## src/rtl/mips_pkg.sv

```systemverilog
// Shared definitions for the EX/MEM pipeline register slice.
//   DATA_W, REG_ADDR_W : default datapath and register-index widths
//   CTL_* / CTL_W      : bit positions and width of the control bundle
//                        {branch_ne (optional), branch, mem_read, mem_write,
//                         reg_write, mem_to_reg}
//   stage_state_t      : occupancy of the two-entry buffer
// Configuration macro: EX_MEM_BNE_EN adds the branch_ne control bit (MSB).
package mips_pkg;

  localparam int unsigned DATA_W     = 32;
  localparam int unsigned REG_ADDR_W = 5;

  localparam int unsigned CTL_MEM_TO_REG = 0;
  localparam int unsigned CTL_REG_WRITE  = 1;
  localparam int unsigned CTL_MEM_WRITE  = 2;
  localparam int unsigned CTL_MEM_READ   = 3;
  localparam int unsigned CTL_BRANCH     = 4;
`ifdef EX_MEM_BNE_EN
  localparam int unsigned CTL_BRANCH_NE  = 5;
  localparam int unsigned CTL_W          = 6;
`else
  localparam int unsigned CTL_W          = 5;
`endif

  typedef enum logic [1:0] {
    ST_EMPTY = 2'd0,
    ST_ONE   = 2'd1,
    ST_TWO   = 2'd2
  } stage_state_t;

endpackage

```

## src/rtl/ex_mem_stage_if.sv

```systemverilog
// EX -> EX/MEM buffer -> MEM channel, plus flush and branch redirect.
//   master : environment side (EX producer, MEM consumer, PC logic)
//   slave  : the ex_mem_stage buffer
// Configuration macro: EX_MEM_BNE_EN (via mips_pkg::CTL_W) widens ctl_in/out_ctl.
interface ex_mem_stage_if #(
  parameter int unsigned DATA_W     = mips_pkg::DATA_W,
  parameter int unsigned REG_ADDR_W = mips_pkg::REG_ADDR_W
);

  logic                       in_valid;
  logic                       in_ready;
  logic [DATA_W-1:0]          alu_result;
  logic                       alu_zero;
  logic [DATA_W-1:0]          store_data;
  logic [REG_ADDR_W-1:0]      dest_reg;
  logic [DATA_W-1:0]          branch_target;
  logic [mips_pkg::CTL_W-1:0] ctl_in;
  logic                       flush;

  logic                       out_valid;
  logic                       out_ready;
  logic [DATA_W-1:0]          out_alu_result;
  logic [DATA_W-1:0]          out_store_data;
  logic [REG_ADDR_W-1:0]      out_dest_reg;
  logic [mips_pkg::CTL_W-1:0] out_ctl;

  logic                       pc_src;
  logic [DATA_W-1:0]          pc_target;

  modport master (
    output in_valid, alu_result, alu_zero, store_data, dest_reg,
           branch_target, ctl_in, flush, out_ready,
    input  in_ready, out_valid, out_alu_result, out_store_data,
           out_dest_reg, out_ctl, pc_src, pc_target
  );

  modport slave (
    input  in_valid, alu_result, alu_zero, store_data, dest_reg,
           branch_target, ctl_in, flush, out_ready,
    output in_ready, out_valid, out_alu_result, out_store_data,
           out_dest_reg, out_ctl, pc_src, pc_target
  );

endinterface

```

## src/rtl/ex_mem_stage_branch_resolve.sv

```systemverilog
// Combinational branch decision for an instruction entering EX/MEM.
//   branch    : beq control bit
//   branch_ne : bne control bit (present only with EX_MEM_BNE_EN)
//   alu_zero  : ALU zero flag of the compare subtraction
//   taken     : redirect the PC to the branch target
// Configuration macro: EX_MEM_BNE_EN.
module branch_resolve (
  input  logic branch,
`ifdef EX_MEM_BNE_EN
  input  logic branch_ne,
`endif
  input  logic alu_zero,
  output logic taken
);

  always_comb begin
    taken = branch && alu_zero;
`ifdef EX_MEM_BNE_EN
    taken = taken || (branch_ne && !alu_zero);
`endif
  end

endmodule

```

## src/rtl/ex_mem_stage.sv

```systemverilog
// EX/MEM pipeline register: two-entry (head + skid) buffer with ready/valid
// on both sides, flush, and a one-cycle branch redirect pulse.
//   clk, rst : clock, synchronous active-high reset
//   bus      : ex_mem_stage_if.slave (EX inputs, MEM outputs, flush,
//              pc_src/pc_target)
// Configuration macro: EX_MEM_BNE_EN (adds bne resolution, 6-bit ctl).
module ex_mem_stage
  import mips_pkg::*;
#(
  parameter int unsigned DATA_W     = mips_pkg::DATA_W,
  parameter int unsigned REG_ADDR_W = mips_pkg::REG_ADDR_W
) (
  input  logic           clk,
  input  logic           rst,
  ex_mem_stage_if.slave  bus
);

  stage_state_t state, state_n;

  logic accept, pop, taken, redirect;
  logic head_load_in, head_load_skid, skid_load;

  logic [DATA_W-1:0]     head_alu, head_sd, skid_alu, skid_sd;
  logic [REG_ADDR_W-1:0] head_dr, skid_dr;
  logic [CTL_W-1:0]      head_ctl, skid_ctl;

  // Handshake outputs depend on registered state only.
  assign bus.in_ready  = (state != ST_TWO);
  assign bus.out_valid = (state != ST_EMPTY);

  assign accept   = bus.in_valid && (state != ST_TWO);
  assign pop      = bus.out_ready && (state != ST_EMPTY);
  assign redirect = accept && taken && !bus.flush;

  branch_resolve u_branch_resolve (
    .branch    (bus.ctl_in[CTL_BRANCH]),
`ifdef EX_MEM_BNE_EN
    .branch_ne (bus.ctl_in[CTL_BRANCH_NE]),
`endif
    .alu_zero  (bus.alu_zero),
    .taken     (taken)
  );

  always_ff @(posedge clk) begin
    if (rst) state <= ST_EMPTY;
    else     state <= state_n;
  end

  always_comb begin
    state_n        = state;
    head_load_in   = 1'b0;
    head_load_skid = 1'b0;
    skid_load      = 1'b0;
    if (bus.flush) begin
      state_n = ST_EMPTY;
    end else begin
      unique case (state)
        ST_EMPTY: if (accept) begin
          state_n      = ST_ONE;
          head_load_in = 1'b1;
        end
        ST_ONE: begin
          if (accept && pop) begin
            head_load_in = 1'b1;
          end else if (accept) begin
            state_n   = ST_TWO;
            skid_load = 1'b1;
          end else if (pop) begin
            state_n = ST_EMPTY;
          end
        end
        ST_TWO: if (pop) begin
          state_n        = ST_ONE;
          head_load_skid = 1'b1;
        end
        default: state_n = ST_EMPTY;
      endcase
    end
  end

  always_ff @(posedge clk) begin
    if (rst) begin
      head_alu  <= '0;
      head_sd   <= '0;
      head_dr   <= '0;
      head_ctl  <= '0;
      skid_alu  <= '0;
      skid_sd   <= '0;
      skid_dr   <= '0;
      skid_ctl  <= '0;
      bus.pc_src    <= 1'b0;
      bus.pc_target <= '0;
    end else begin
      if (head_load_in) begin
        head_alu <= bus.alu_result;
        head_sd  <= bus.store_data;
        head_dr  <= bus.dest_reg;
        head_ctl <= bus.ctl_in;
      end else if (head_load_skid) begin
        head_alu <= skid_alu;
        head_sd  <= skid_sd;
        head_dr  <= skid_dr;
        head_ctl <= skid_ctl;
      end
      if (skid_load) begin
        skid_alu <= bus.alu_result;
        skid_sd  <= bus.store_data;
        skid_dr  <= bus.dest_reg;
        skid_ctl <= bus.ctl_in;
      end
      bus.pc_src <= redirect;
      if (redirect) bus.pc_target <= bus.branch_target;
    end
  end

  assign bus.out_alu_result = head_alu;
  assign bus.out_store_data = head_sd;
  assign bus.out_dest_reg   = head_dr;
  assign bus.out_ctl        = head_ctl;

endmodule

```

## src/flat_wrapper.sv

```systemverilog
// flat-port wrapper written by rule: the top's interface ports become plain ports
module ex_mem_stage_flat import mips_pkg::*;
#(
  parameter int unsigned DATA_W     = mips_pkg::DATA_W,
  parameter int unsigned REG_ADDR_W = mips_pkg::REG_ADDR_W
)
  (clk, rst, bus_in_valid, bus_alu_result, bus_alu_zero, bus_store_data, bus_dest_reg, bus_branch_target, bus_ctl_in, bus_flush, bus_out_ready, bus_in_ready, bus_out_valid, bus_out_alu_result, bus_out_store_data, bus_out_dest_reg, bus_out_ctl, bus_pc_src, bus_pc_target);
  ex_mem_stage_if #(.DATA_W(DATA_W), .REG_ADDR_W(REG_ADDR_W)) bus_i ();
  input  logic clk;
  input  logic rst;
  input wire logic [$bits(bus_i.in_valid)-1:0] bus_in_valid;
  input wire logic [$bits(bus_i.alu_result)-1:0] bus_alu_result;
  input wire logic [$bits(bus_i.alu_zero)-1:0] bus_alu_zero;
  input wire logic [$bits(bus_i.store_data)-1:0] bus_store_data;
  input wire logic [$bits(bus_i.dest_reg)-1:0] bus_dest_reg;
  input wire logic [$bits(bus_i.branch_target)-1:0] bus_branch_target;
  input wire logic [$bits(bus_i.ctl_in)-1:0] bus_ctl_in;
  input wire logic [$bits(bus_i.flush)-1:0] bus_flush;
  input wire logic [$bits(bus_i.out_ready)-1:0] bus_out_ready;
  output wire logic [$bits(bus_i.in_ready)-1:0] bus_in_ready;
  output wire logic [$bits(bus_i.out_valid)-1:0] bus_out_valid;
  output wire logic [$bits(bus_i.out_alu_result)-1:0] bus_out_alu_result;
  output wire logic [$bits(bus_i.out_store_data)-1:0] bus_out_store_data;
  output wire logic [$bits(bus_i.out_dest_reg)-1:0] bus_out_dest_reg;
  output wire logic [$bits(bus_i.out_ctl)-1:0] bus_out_ctl;
  output wire logic [$bits(bus_i.pc_src)-1:0] bus_pc_src;
  output wire logic [$bits(bus_i.pc_target)-1:0] bus_pc_target;
  assign bus_i.in_valid = bus_in_valid;
  assign bus_i.alu_result = bus_alu_result;
  assign bus_i.alu_zero = bus_alu_zero;
  assign bus_i.store_data = bus_store_data;
  assign bus_i.dest_reg = bus_dest_reg;
  assign bus_i.branch_target = bus_branch_target;
  assign bus_i.ctl_in = bus_ctl_in;
  assign bus_i.flush = bus_flush;
  assign bus_i.out_ready = bus_out_ready;
  assign bus_in_ready = bus_i.in_ready;
  assign bus_out_valid = bus_i.out_valid;
  assign bus_out_alu_result = bus_i.out_alu_result;
  assign bus_out_store_data = bus_i.out_store_data;
  assign bus_out_dest_reg = bus_i.out_dest_reg;
  assign bus_out_ctl = bus_i.out_ctl;
  assign bus_pc_src = bus_i.pc_src;
  assign bus_pc_target = bus_i.pc_target;
  ex_mem_stage #(.DATA_W(DATA_W), .REG_ADDR_W(REG_ADDR_W)) u_core (.clk(clk), .rst(rst), .bus(bus_i));
endmodule
```

## config.mk

```make
export PLATFORM = sky130hd
export DESIGN_NAME = ex_mem_stage_flat
export DESIGN_NICKNAME = d
export VERILOG_FILES = /design/src/rtl/mips_pkg.sv /design/src/rtl/ex_mem_stage_if.sv /design/src/rtl/ex_mem_stage_branch_resolve.sv /design/src/rtl/ex_mem_stage.sv /design/src/flat_wrapper.sv
export SDC_FILE = /design/constraint.sdc
export NUM_CORES = 1
export LEC_CHECK = 0
export CORE_ASPECT_RATIO = 2
export CORE_UTILIZATION = 25
export DETAILED_ROUTE_END_ITERATION = 16
export SYNTH_ARGS = -nofsm -noshare
export SYNTH_HDL_FRONTEND = slang
export SYNTH_SLANG_ARGS = --single-unit
```

## constraint.sdc

```tcl
create_clock -name clk -period 2.82 [get_ports clk]
set_clock_uncertainty 0.15 [all_clocks]
set_input_delay 0.282 -clock clk [delete_from_list [all_inputs] [get_ports clk]]
set_output_delay 0.282 -clock clk [all_outputs]
set_load 0.05 [all_outputs]
```

# --- Word level (Yosys, flattened, before mapping) ---
# Index checks and enable logic that the tools add are counted.
op_classes:
  add_sub_neg: 0
  n_mul: 0
  div: 0
  n_lt_le_gt_ge: 0
  eq_ne: 7
  n_shift: 0
  mux: 24
  bitwise_logic: 0
  reduce_logical: 12
ops:
  columns: ["operator", "n"]
  rows:
  - ["2-to-1 mux 32 bit", 4]
  - ["2-to-1 mux 5 bit", 4]
  - ["2-to-1 mux 2 bit", 5]
  - ["2-to-1 mux 1 bit", 9]
  - ["logical AND 1 bit", 6]
  - ["one-hot mux 2 bit (3 select lines)", 1]
  - ["!= test 2 x 1 -> 1 bit, second input constant", 2]
  - ["!= test 2 bit, second input constant", 2]
  - ["AND reduction 4 bit", 1]
  - ["nonzero test 2 bit", 2]
  - ["!= test 3 x 1 -> 1 bit, second input constant", 1]
  - ["== test 2 x 1 -> 1 bit, second input constant", 1]
  - ["== test 2 bit, second input constant", 1]
  - ["logical NOT 2 bit", 1]
  - ["one-hot mux 1 bit (2 select lines)", 1]
  - ["OR reduction 2 bit", 1]
  - ["logical NOT 1 bit", 1]
totals:
  reg_bits: 183
  latch_bits: 0
  ramBits: 0
  rom_bits: 0
  inputBits: 112
  output_inout_bits: 109
  word_cells: 54
  mem_count: 0

# --- Depth between registers and ports, before layout ---
# Gate-level depths: netlist of run 1.
depth:
  word_depth: 7
  mapped_depth: 6
  depth_no_buf: 4

# --- Cells and area by module ---
# From an unflattened synthesis of run 1, not the netlist that was laid out.
unflattened:
  cells_unflattened: 926
  area_unflattened_um2: 7473.4
by_module_without_submodules:
  columns: ["module", "n_inst", "cells_each", "area_each_um2", "seq_area_each_um2"]
  rows:
  - ["ex_mem_stage", 1, 925, 7467.2, 3663.5]
  - ["branch_resolve", 1, 1, 6.3, 0.0]

# --- Worst setup path after synthesis of run 1 ---
# OpenSTA, ideal clock, no wires.
synth_path:
  path_kind: "reg-to-reg"
  from: "reg u_core.state[1]"
  to: "reg u_core.bus.pc_target[22] (netlist bit)"
  setup_ns: 0.070
  arrival_ns: 1.642
  required_time_ns: 2.600
  path_slack_ns: 0.958
  path_stages_with_launch: 7
  path_buffers: 2
  period_less_slack_ns: 1.862
  cell_sequence: "dfxtp_1 -> buf_2 -> and2b_1 -> clkinv_1 -> clkbuf_1 -> nand3_1 -> a21oi_1"
synth_via:
  elab_chain_cells: 4
synth_rtl:
  columns: ["item", "line_no", "text"]
  rows:
  - ["start, declared", "ex_mem_stage.sv:18", "stage_state_t state, state_n;"]
  - ["start signal, assigned", "ex_mem_stage.sv:46", "else state <= state_n;"]
  - ["!= test 2 bit", null, null]
  - ["net bus_in_ready", "flat_wrapper.sv:20", "output wire logic [$bits(bus_i.in_ready)-1:0] bus_in_ready;"]
  - ["logical AND 1 bit", "ex_mem_stage.sv:31", "assign accept = bus.in_valid && (state != ST_TWO);"]
  - ["logical AND 1 bit (2 in a row)", "ex_mem_stage.sv:33", "assign redirect = accept && taken && !bus.flush;"]
  - ["end signal, assigned", "ex_mem_stage.sv:112", "if (redirect) bus.pc_target <= bus.branch_target;"]
  - ["end, declared", "ex_mem_stage_if.sv:41", "out_dest_reg, out_ctl, pc_src, pc_target"]
# The timed path passes the listed nets, and every way through them passes these cells.
# A chain may end at the register's enable or synchronous reset.

# --- Worst setup path after layout of run 1 ---
layout_path:
  from: "reg u_core.state[1]"
  to: "out bus_out_valid"
layout_via:
  elab_chain_cells: 1
layout_rtl:
  columns: ["item", "line_no", "text"]
  rows:
  - ["nonzero test 2 bit", "ex_mem_stage.sv:29", "assign bus.out_valid = (state != ST_EMPTY);"]
  - ["end, declared", "flat_wrapper.sv:21", "output wire logic [$bits(bus_i.out_valid)-1:0] bus_out_valid;"]
# Every way passes these cells.

==> results of run 1 <==
-- kinds of logic (layout without fill, tap and decap cells) --
family,count (synthesis),after routing,share of synthesized area (%)
simple gates,121,121,9.00
compound gates,364,364,33.5
buf+inv,99,275,5.98
flops,183,183,51.4
other cells,0,2,0
mux,1,1,0.140
-- power groups by stage --
stage	registers (mW)	clock network, mW	logic [mW]
2_1_floorplan	2.97	0	0.241
6_report	2.71	2.39	0.857
3_5_place_dp	2.76	0	0.863
5_1_grt	2.71	2.56	0.908
3_3_place_gp	2.76	0	0.858
4_1_cts	2.71	2.49	0.865
-- stage by stage --
stage	hold slack, ns	utilization (%)	instance area [µm²]	std cells	setup WS, ns
floorplan	0.221	-	7130	768	0.958
global placement	0.296	34.4	9650	1268	0.549
detailed placement	0.296	34.4	9650	1268	0.497
CTS	0.119	36.5	10200	1300	0.430
global route	0.146	36.5	10200	1302	0.378
finish	0.134	36.5	10200	1302	0.460
-- routing by layer --
metal | part of all wire (%) | routed length [µm] | GRT usage [%]
met5 | 0.059 | 14 | 0
met4 | 4.9 | 1180 | 10.4
met3 | 6.3 | 1510 | 4.75
met2 | 49 | 11700 | 26.8
met1 | 40 | 9430 | 18.9
-- final cells by class --
class	count	area share [%]
repair buffers	242	24.1
diodes	2	0.0489
flip-flops and latches	183	35.8
clock buffers	23	4.57
clock inverters	9	1.15
inverters	1	0.0366
well taps	356	4.35
multi-input cells	486	30.0
-- placed cells by master, fill, tap and decap left out, types with 2 or more instances in the layout --
cell,n
a21oi_1,107
o21ai_1,18
dfxtp_1,183
o2bb2ai_1,74
or3b_2,2
clkinvlp_4,3
clkbuf_1,4
buf_12,8
clkinv_4,2
clkbuf_8,2
nand3_1,106
buf_4,15
clkdlybuf4s50_1,218
o21ai_0,88
nor2_1,2
bufinv_16,2
inv_6,2
a32oi_1,74
diode_2,2
clkbuf_16,17
-- path summary, 6_finish.rpt --
path | slack, ns | start | to | cells after the start
min | 0.13 | rst | u_core.bus.pc_target[0]$_SDFFE_PP0P_ | 2
max reg2reg | 0.99 | u_core.state[1]$_SDFFE_PP0P_ | u_core.skid_sd[10]$_SDFFE_PP0P_ | 4
min reg2reg | 0.31 | u_core.bus.out_store_data[4]$_SDFFE_PP0P_ | u_core.bus.out_store_data[4]$_SDFFE_PP0P_ | 1
max | 0.46 | u_core.state[1]$_SDFFE_PP0P_ | bus_out_valid | 2
==> insert_results.sql, run 1 <==
INSERT INTO impl_metrics (metric_group, metric, value, unit) VALUES
('outcome', 'status', 'finished clean', ''),
('power_and_ir_drop', 'power_switching_share', '26.7', '%'),
('power_and_ir_drop', 'sequentialPowerShare', '45.4', '%'),
('worst_setup_path', 'timing.critical_path.required', '2.39', 'ns'),
('yosys', 'portion_of_synthesized_cell_area_occupied_by_the_leading_cell_type', '51.4', '%'),
('sta', 'max_transition_margin', '58.6', '%'),
('die', 'rows', '87', ''),
('sta', 'finalHoldViolCount', '0', ''),
('yosys', 'per_instance_average_area_after_synthesis', '9.29', 'µm²'),
('worst_setup_path', 'cp_num_buf_inv', '1', ''),
('die', 'die-height', '241', 'µm'),
('cells_and_area', 'layout_area_overhead', '43.6', '%'),
('power_and_ir_drop', 'p_clk_share', '40.2', '%'),
('worst_setup_path', 'crit_type', 'flop to output pin', ''),
('yosys', 'yosys_warnings', '0', ''),
('power_and_ir_drop', 'p_comb_share', '14.4', '%'),
('worst_setup_path', 'max_stage_delay', '0.81', 'ns'),
('sta', 'final.period_utilization', '83.7', '%'),
('sta', 'worstMarginPinSlew', '0.619', 'ns'),
('route', 'vias_after_detailed_routing', '6870', ''),
('yosys', 'post-synth-top-area-cell', 'dfxtp_1', ''),
('global_route', 'grt_antenna_before_repair', '3', ''),
('yosys', 'synth.cell_area', '7130', 'µm²'),
('yosys', 'yosys_register_bits', '183', ''),
('sta', 'finalSetupViolCount', '0', ''),
('die', 'initial_core_util', '25.4', '%'),
('yosys', 'cells_after_synthesis', '768', ''),
('power_and_ir_drop', 'cellLeakagePower', '3.15', 'nW'),
('power_and_ir_drop', 'post-layout-total-power', '5.96', 'mW'),
('clock_tree', 'max-clock-path-buffers', '2', ''),
('worst_setup_path', 'crit_path_end_kind', 'output pin', ''),
('die', 'die_w', '121', 'µm'),
('worst_setup_path', 'worstPathMaxFanout', '8', ''),
('sta', 'rsz_0062_raised_after_global_routing', 'no', ''),
('place', 'place_congestion', '0.740', ''),
('die', 'floorplan.die_area', '29300', 'µm²'),
('clock_tree', 'postCtsHoldBufs', '0', ''),
('sta', 'totalNegativeSetupSlack', '0', 'ns'),
('clock_tree', 'cts_made_buffers', '17', ''),
('worst_setup_path', 'critical_path_arrival', '1.93', 'ns'),
('min_path', 'worst_hold_path_type', 'input port to flop', ''),
('route', 'viasPerCell', '5.28', ''),
('yosys', 'number_of_synthesized_flops_with_an_enable_pin', '0', ''),
('place', 'port-buffer-count', '220', ''),
('power_and_ir_drop', 'vdd.ir_drop.worst', '0.330', 'mV'),
('global_route', 'globalRoute.totalOverflow', '0', ''),
('sta', 'achievable-frequency', '0.424', 'GHz'),
('yosys', 'synth.distinct_cells', '30', ''),
('route', 'antenna_left', '0', ''),
('global_route', 'wire_length_of_the_first_global_routing_pass', '37300', 'µm'),
('power_and_ir_drop', 'power.switching', '1.59', 'mW'),
('route', 'totalWireLength', '23900', 'µm'),
('die', 'design.portCount', '221', ''),
('die', 'design.core.area', '28100', 'µm²'),
('sta', 'final_max_slew_viol_count', '0', ''),
('clock_tree', 'ctsRootBufferMaster', 'clkbuf_16', ''),
('cells_and_area', 'sequential_cell_area', '3660', 'µm²'),
('clock_tree', 'clkTransAtPathRegs', '0.07', 'ns'),
('clock_tree', 'clock_insertion_delay_worst_skew', '0.44', 'ns'),
('route', 'drt-initial-drc-count', '436', ''),
('yosys', 'asyncSetResetFlopFracSynth', '0', '%'),
('worst_setup_path', 'crit_chain', 'or2_2 > clkdlybuf4s50_1', ''),
('worst_setup_path', 'cp-start-kind', 'flop', ''),
('cells_and_area', 'multi_input_comb_area', '3080', 'µm²'),
('clock_tree', 'cts_tree', 'done', ''),
('worst_setup_path', 'crit_slowest_cell', 'clkdlybuf4s50_1', ''),
('flow_run', 'cap_viol_max_count', '0', ''),
('cells_and_area', 'fillerInstances', '2853', ''),
('place', 'hpwl', '15000', 'µm'),
('global_route', 'grt_pass1_vias', '6715', ''),
('sta', 'layout_min_cycle_time', '2.36', 'ns');
Note: power is estimated with default switching activity, not from simulation.
==> inputs of run 2 (changes only) <==
==> constraint.sdc (replaced) <==
create_clock -name clk -period 2.3 [get_ports clk]
set_clock_uncertainty 0.15 [all_clocks]
set_input_delay 0.23 -clock clk [delete_from_list [all_inputs] [get_ports clk]]
set_output_delay 0.23 -clock clk [all_outputs]
set_load 0.05 [all_outputs]
==> run 2 against run 1 <==
Against the previous run:
- power grew 25%
- sequential share of layout area shrank 0.45 points
- critical endpoint is now bus_in_ready
- sequential cell count is the same
- non-clock buffer count grew 5
- largest power group unchanged
- global-route usage shrank 0.11 points
- worst setup slack lost 0.25 ns
- highest routed layer unchanged
- die area is the same
- critical path depth grew 1
- clock-buffer cell count shrank 1
- final cell count grew 0.38%
- largest cell class unchanged
- hold slack lost 0.092 ns
==> insert_results.sql, run 2 (synthesized netlist as in run 1, its figures left out) <==
INSERT INTO impl_metrics (metric_group, metric, value, unit) VALUES
('die', 'rows', '87', ''),
('power_and_ir_drop', 'power.density_cell_area', '719', 'nW/µm²'),
('outcome', 'status', 'finished clean', ''),
('die', 'design.portCount', '221', ''),
('sta', 'finalSetupViolCount', '0', ''),
('clock_tree', 'ctsRootBufferMaster', 'clkbuf_16', ''),
('clock_tree', 'cts_made_buffers', '17', ''),
('clock_tree', 'clock_insertion_delay_worst_skew', '0.44', 'ns'),
('sta', 'finalHoldViolCount', '0', ''),
('sta', 'final.period_utilization', '91.0', '%'),
('route', 'vias_after_detailed_routing', '6912', ''),
('clock_tree', 'clkTransAtPathRegs', '0.07', 'ns'),
('flow_run', 'cap_viol_max_count', '0', ''),
('clock_tree', 'max-clock-path-buffers', '2', ''),
('power_and_ir_drop', 'post-layout-total-power', '7.46', 'mW'),
('global_route', 'globalRoute.totalOverflow', '0', ''),
('die', 'floorplan.die_area', '29300', 'µm²'),
('die', 'design.core.area', '28100', 'µm²'),
('sta', 'achievable-frequency', '0.478', 'GHz'),
('sta', 'layout_min_cycle_time', '2.09', 'ns'),
('worst_setup_path', 'crit_type', 'flop to output pin', ''),
('route', 'route.detailed.wl_per_inst', '18.2', 'µm'),
('clock_tree', 'clock-sinks', '183', ''),
('sta', 'max_transition_margin', '59.4', '%'),
('global_route', 'grt_antenna_before_repair', '4', ''),
('route', 'antenna_left', '0', ''),
('die', 'initial_core_util', '25.4', '%'),
('clock_tree', 'postCtsHoldBufs', '0', ''),
('clock_tree', 'h-tree-depth', '4', ''),
('clock_tree', 'cts_tree', 'done', ''),
('cells_and_area', 'final_cell_area', '10400', 'µm²'),
('cells_and_area', 'nNetsFinal', '1048', ''),
('die', 'die_w', '121', 'µm'),
('place', 'port-buffer-count', '220', ''),
('cells_and_area', 'post_route_cells_drive_above_1_share', '7.06', '%'),
('route', 'drt_first_pass_iters', '5', ''),
('sta', 'final_max_slew_viol_count', '0', ''),
('global_route', 'grt_pass1_vias', '6751', ''),
('worst_setup_path', 'timing.critical_path.required', '1.92', 'ns'),
('place', 'dpl_cell_area', '9750', 'µm²'),
('worst_setup_path', 'cp-start-kind', 'flop', ''),
('cells_and_area', 'post-route-util', '36.9', '%'),
('worst_setup_path', 'worstPathMaxFanout', '10', ''),
('global_route', 'pin_count_of_the_biggest_net_entering_global_routing', '90', ''),
('route', 'viasPerCell', '5.29', ''),
('global_route', 'wire_length_of_the_first_global_routing_pass', '37100', 'µm'),
('cells_and_area', 'layout_area_overhead', '45.5', '%'),
('route', 'drt-initial-drc-count', '440', ''),
('worst_setup_path', 'crit_path_end_kind', 'output pin', ''),
('power_and_ir_drop', 'cellLeakagePower', '3.22', 'nW'),
('place', 'hpwl', '15300', 'µm'),
('sta', 'rsz_0062_raised_after_global_routing', 'no', ''),
('cells_and_area', 'layout.cells.most_common_list', '217 x clkdlybuf4s50_1, 183 x dfxtp_1, 107 x a21oi_1, 106 x nand3_1, 88 x o21ai_0', ''),
('cells_and_area', 'most_frequent_standard_cell_in_the_layout_excluding_fill_and_tap_cells', 'clkdlybuf4s50_1', ''),
('die', 'die-height', '241', 'µm'),
('place', 'place_congestion', '0.753', ''),
('global_route', 'grtUsageTotal', '16.4', '%'),
('sta', 'totalNegativeSetupSlack', '0', 'ns'),
('route', 'totalWireLength', '23800', 'µm'),
('worst_setup_path', 'critical_path_arrival', '1.71', 'ns'),
('sta', 'worstMarginPinSlew', '0.607', 'ns'),
('route', 'drcViolationCount', '0', ''),
('power_and_ir_drop', 'vdd.ir_drop.worst', '0.488', 'mV'),
('min_path', 'worst_hold_path_type', 'input port to flop', '');
run 2: where the power goes:
part / internal (mW) / switching (mW) / leakage (nW)
clock: 1.80 / 1.28 / 0.293
combinational: 0.433 / 0.635 / 1.44
sequential: 3.26 / 0.0571 / 1.48
total: 5.49 / 1.97 / 3.22
run 2: cell type report:
| type | count | area, µm² |
|---|---|---|
| sequential | 183 | 3660 |
| fill | 2839 | 17700 |
| antenna | 2 | 5.00 |
| timing repair buffer | 247 | 2560 |
| clock buffer | 22 | 474 |
| tap | 356 | 445 |
| inverter | 1 | 3.75 |
| multi-input combinational | 486 | 3080 |
| clock inverter | 10 | 144 |
run 2: critical path: stages (launching register included):
cell,delay [ns]
dfxtp_1,0.48
and2b_1,0.19
clkinv_1,0.29
buf_4,0.31
run 2: through the flow:
step	setup slack (ns)	hold WS (ns)	std cells
finish	0.206	0.0419	1307
global route	0.0682	0.0597	1307
CTS	0.165	0.0311	1305
detailed placement	0.141	0.295	1273
global placement	0.178	0.294	1273
floorplan	0.438	0.169	768
run 2: worst paths after layout:
kind	from	slack, ns	to	depth (start not counted)
max	u_core.state[1]$_SDFFE_PP0P_	0.21	bus_in_ready	3
min	rst	0.04	u_core.bus.pc_target[0]$_SDFFE_PP0P_	2
max reg2reg	u_core.state[1]$_SDFFE_PP0P_	0.54	u_core.skid_sd[29]$_SDFFE_PP0P_	4
min reg2reg	u_core.bus.out_dest_reg[3]$_SDFFE_PP0P_	0.31	u_core.bus.out_dest_reg[3]$_SDFFE_PP0P_	1
run 2: layer usage:
metal | global-route usage, % | vias to the layer above | part of all wire, %
li1 | - | 3288 | -
met1 | 18.3 | 3338 | 40
met2 | 28.0 | 239 | 51
met3 | 4.80 | 43 | 5.6
met4 | 8.49 | 4 | 3.5
met5 | 0 | - | 0.10
run 2: repair_timing:
| item | CTS | global route |
|---|---|---|
| endpoints found under the setup margin | 1 | 0 |
| buffers inserted | 0 | 0 |
| gates resized for setup | 1 | 0 |
